--- src/rtl/nrisc_pkg.sv ---
// nrisc shared definitions.
// State and next-PC select encodings.
package nrisc_pkg;

  localparam int WORD_W = 8;

  typedef enum logic [1:0] {
    BOOT  = 2'b00,
    FETCH = 2'b01,
    VALID = 2'b10,
    HALT  = 2'b11
  } state_t;

  typedef enum logic [1:0] {
    PC_SEQ  = 2'b00,
    PC_BR   = 2'b01,
    PC_JMP  = 2'b10,
    PC_HALT = 2'b11
  } pc_sel_t;

endpackage

--- src/rtl/ExtensorSinal2pra8.sv ---
// nrisc 2-to-8 sign extender.
// Replicates bit 1 into the upper six bits.
module ExtensorSinal2pra8 (
  input  logic [1:0] entrada,
  output logic [7:0] saida
);

  assign saida = {{6{entrada[1]}}, entrada};

endmodule

--- src/rtl/somador.sv ---
// nrisc adder.
// Plain modulo-2^W sum.
module somador #(
  parameter int W = 8
) (
  input  logic [W-1:0] a,
  input  logic [W-1:0] b,
  output logic [W-1:0] soma
);

  assign soma = a + b;

endmodule

--- src/rtl/unidade_busca.sv ---
// nrisc instruction-fetch unit.
// Owns the PC, fetches, holds instr for decode.
module unidade_busca
  import nrisc_pkg::*;
#(
  parameter logic [WORD_W-1:0] RESET_PC = 8'h00
) (
  input  logic              clk,
  input  logic              rst_n,
  output logic [WORD_W-1:0] imem_addr,
  output logic              imem_req,
  input  logic              imem_ack,
  input  logic [WORD_W-1:0] imem_data,
  output logic [WORD_W-1:0] instr,
  output logic [WORD_W-1:0] instr_pc,
  output logic              instr_valid,
  input  logic              instr_ready,
  input  logic [1:0]        pc_sel,
  input  logic [1:0]        br_off,
  input  logic [WORD_W-1:0] jmp_target,
  output logic              halted
);

  state_t            state;
  state_t            state_nx;
  logic [WORD_W-1:0] pc;
  logic [WORD_W-1:0] pc_nx;
  logic [WORD_W-1:0] pc_inc;
  logic [WORD_W-1:0] off_ext;
  logic [WORD_W-1:0] br_tgt;

  somador #(.W(WORD_W)) u_inc (
    .a    (pc),
    .b    (8'd1),
    .soma (pc_inc)
  );

  ExtensorSinal2pra8 u_ext (
    .entrada (br_off),
    .saida   (off_ext)
  );

  assign br_tgt = instr_pc + off_ext;

  // Next state and next PC; PC only moves on the decode handshake
  always_comb begin
    state_nx = state;
    pc_nx    = pc;
    unique case (state)
      BOOT:  state_nx = FETCH;
      FETCH: if (imem_ack) state_nx = VALID;
      VALID: begin
        if (instr_ready) begin
          state_nx = FETCH;
          unique case (pc_sel_t'(pc_sel))
            PC_SEQ:  pc_nx = pc_inc;
            PC_BR:   pc_nx = br_tgt;
            PC_JMP:  pc_nx = jmp_target;
            PC_HALT: state_nx = HALT;
          endcase
        end
      end
      HALT:  state_nx = HALT;
    endcase
  end

  // State and PC registers
  always_ff @(posedge clk or negedge rst_n) begin
    if (!rst_n) begin
      state <= BOOT;
      pc    <= RESET_PC;
    end else begin
      state <= state_nx;
      pc    <= pc_nx;
    end
  end

  // Capture the returned word and its address on ack in FETCH
  always_ff @(posedge clk or negedge rst_n) begin
    if (!rst_n) begin
      instr    <= '0;
      instr_pc <= '0;
    end else if (state == FETCH && imem_ack) begin
      instr    <= imem_data;
      instr_pc <= pc;
    end
  end

  assign imem_addr   = pc;
  assign imem_req    = (state == FETCH);
  assign instr_valid = (state == VALID);
  assign halted      = (state == HALT);

endmodule

--- config.mk ---
export PLATFORM = sky130hd
export DESIGN_NAME = unidade_busca
export DESIGN_NICKNAME = d
export VERILOG_FILES = /design/src/rtl/nrisc_pkg.sv /design/src/rtl/ExtensorSinal2pra8.sv /design/src/rtl/somador.sv /design/src/rtl/unidade_busca.sv
export SDC_FILE = /design/constraint.sdc
export NUM_CORES = 1
export LEC_CHECK = 0
export ABC_AREA = 1
export CELL_PAD_IN_SITES_DETAIL_PLACEMENT = 0
export CELL_PAD_IN_SITES_GLOBAL_PLACEMENT = 1
export CORE_MARGIN = 2
export CORE_UTILIZATION = 35
export CTS_CLUSTER_SIZE = 14
export DETAILED_ROUTE_END_ITERATION = 16
export PLACE_DENSITY = 0.79
export SETUP_SLACK_MARGIN = 0.3
export SLEW_MARGIN = 20
export SYNTH_ARGS = -nofsm -noshare
export SYNTH_HDL_FRONTEND = slang
export SYNTH_HIERARCHICAL = 1
export SYNTH_SLANG_ARGS = --single-unit
--- constraint.sdc ---
create_clock -name clk -period 1.8 [get_ports clk]
set_clock_uncertainty 0.05 [all_clocks]
set_input_delay 0.36 -clock clk [delete_from_list [all_inputs] [get_ports clk]]
set_output_delay 0.36 -clock clk [all_outputs]
set_load 0.1 [all_outputs]
==> out/results.ini <==
[synth]
muxShareOfSynthArea=0.0691
seq_area_frac_synth=0.333
synth_cell_types=28
yosysMostFrequentCell=nand2_1
synthFlopType=dfrtp_1
synth_largest_area_cell=dfrtp_1
synth_top_family_by_area=simple AND/OR/NAND/NOR gates
synth_fa_ha_area_frac=0.129
synth_edf_count=0
synth_seq_cells=26
synth_xor_area_frac=0.0320
ys_top_cells_by_count=nand2_1, inv_1, dfrtp_1, nand3_1, ha_1
synthCells=249
synth.area.top_cells=dfrtp_1, nand2_1, ha_1
syn_area_mm2=0.00196
yosys.area_share.simple=0.250
synth_area_per_cell_um2=7.85
async_flop_share=1.00
synth_compound_area_frac=0.0717
yosys_warnings=6
synth_top_area_frac=0.333

[place]
portBuffers=50
gp_congestion=0.875
dp_hpwl_um=3900
place_area_mm2=0.00307

[setup_path]
cp_slowest_cell=dfrtp_4
critPathRequiredTime_ns=1.92
cp-start-kind=register
crit_path_max_fanout=3
crit_path_max_incr_delay_ns=0.50
path_class=reg2reg
critPathTopFamily=simple AND/OR/NAND/NOR gates
path_cells=ha_4, fa_2, nand2_2, nand2_2, nand3b_1, nand3b_1, nand3_1, nand2_1, nand2_1, nand2_1
worst_setup_path_end_kind=register
cp_num_buf_inv=0
crit_path_frequent_cell=nand2_1
cp.arrival_ns=1.85

[clock_tree]
clkSinkCount=26
cts_hold_buf=0
worst_skew_pair.late_latency_ns=0.27
htreeDepth=1
cts-buffers-inserted=3
cts.path.max_buffers=2
clk_pin_slew_ns=0.10
tritoncts=yes
root_buffer=clkbuf_8

[drt]
drt_drc_violations_left=0
antenna_left=0
wire_per_inst_um=12.6
dr.pass1.iters=4
first_iter_violations=69
wirelength_um=5050
viasPerCell=4.50
routed-via-count=1798

[global_route]
grt_max_degree=27
grt_pass1_vias=1843
grt_pass1_wl_um=8480
grt_remaining_overflow=0
antenna_found_initial=0
grt_usage=0.171

[floorplanning]
rows=27
initial_utilization=0.360
pin_count=51
floorplan.core_area_mm2=0.00544
fp.dieW_um=78.8
die_y_um=78.8
dieArea_mm2=0.00620

[timing]
finalSetupViolCount=0
drv_slew=0
period_minus_slack_ns=1.74
hold_viol_final=0
clock.fmax_mhz=575
rsz0062_at_grt=true
post-route-period-util=0.966

[layout]
nNetsFinal=372
drive_gt1_frac=0.439
final_cell_area_mm2=0.00341
area_delta_synth_final_pct=74.2
antennaDiodeCount=0

[flow_run]
cap_violations=0

[status]
outcome=completed

[min_path]
hold_class=in2async

==> worst reg2reg max path, delay by kind of cell (launching register included) <==
| kind | cells | cell delay, ns |
|---|---|---|
| DFF | 1 | 0.50 |
| adders and majority gates | 2 | 0.51 |
| and+or+nand+nor | 8 | 0.58 |
==> placed cells by master (no fill, tap or decap), types with 2 or more instances in the layout <==
cell,instances
a21oi_1,11
a21oi_2,2
buf_12,28
buf_4,23
buf_6,6
clkbuf_8,3
clkdlybuf4s50_1,19
conb_1,9
dfrtp_1,11
dfrtp_2,3
dfrtp_4,12
dlymetal6s2s_1,2
fa_2,2
ha_1,2
ha_2,2
ha_4,13
inv_1,25
inv_2,7
mux2_2,11
nand2_1,60
nand2_2,11
nand3_1,11
nand3_2,7
nand3b_1,3
nor2_1,10
nor2_2,2
o211ai_1,2
o21ai_1,11
or2_4,3
xnor2_1,3
==> final timing paths <==
kind	from	to	slack (ns)	depth (start not counted)
setup reg to reg	instr_pc[0]$_DFFE_PN0P_	imem_addr[6]$_DFFE_PN0P_	0.06	10
setup / recovery	instr_pc[0]$_DFFE_PN0P_	imem_addr[6]$_DFFE_PN0P_	0.06	10
hold / removal	rst_n	instr[2]$_DFFE_PN0P_	0.40	2
min in group clk	instr[6]$_DFFE_PN0P_	instr[6]$_DFFE_PN0P_	0.53	1
hold reg to reg	instr[6]$_DFFE_PN0P_	instr[6]$_DFFE_PN0P_	0.53	1
max in group asynchronous	rst_n	instr_pc[6]$_DFFE_PN0P_	1.00	2
==> logic make-up (layout without fill, tap and decap cells) <==
kind of cell    after synthesis  count (layout)
compound gates               27              27
xor+xnor                      5               5
fa+ha+maj                    19              19
buf+inv                      46             118
flops                        26              26
mux                          12              12
other cells                   2               9
simple gates                112             112
==> flip-flops by register name, indices dropped and copies added, names as in the netlist <==
signal	cells
instr	8
imem_addr	8
instr_pc	8
state	2
==> area by class of cell <==
type | instances | area (um^2)
clock buffers | 3 | 41.3
clock inverters | 1 | 30.0
multi-input cells | 184 | 1380
inverters | 34 | 131
well taps | 72 | 90.1
flip-flops and latches | 26 | 699
fillers | 462 | 2030
repair buffers | 80 | 1040
==> layer usage <==
layer / part of all wire / routed length [um] / vias up / track usage
met5: 0 / 0 / - / 0
met4: 0.0087 / 44 / 0 / 0.0491
met3: 0.024 / 122 / 6 / 0.0125
met2: 0.49 / 2490 / 21 / 0.286
met1: 0.47 / 2390 / 834 / 0.238
li1: - / - / 937 / -
==> what timing repair did <==
action | 4_1_cts | 5_1_grt
gates resized for setup | 30 | 20
setup buffers | 7 | 6
pin swaps | 15 | 12
setup endpoints to repair | 12 | 16
==> per-stage QoR <==
| step | worst slack [ns] | utilization | setup TNS, ns | hold WS [ns] | std cells |
|---|---|---|---|---|---|
| floorplan | -0.0491 | - | -0.116 | 0.0144 | 256 |
| global placement | -0.357 | 0.565 | -2.40 | 0.504 | 383 |
| detailed placement | -0.394 | 0.565 | -2.66 | 0.511 | 383 |
| CTS | 0.0409 | 0.608 | 0 | 0.404 | 394 |
| global route | -0.0622 | 0.626 | -0.0739 | 0.419 | 400 |
| finish | 0.0614 | 0.626 | 0 | 0.397 | 400 |
Power is left out: the tool's default activity adds up to more than one toggle a clock period on the data nets, which glitch-free logic cannot reach.
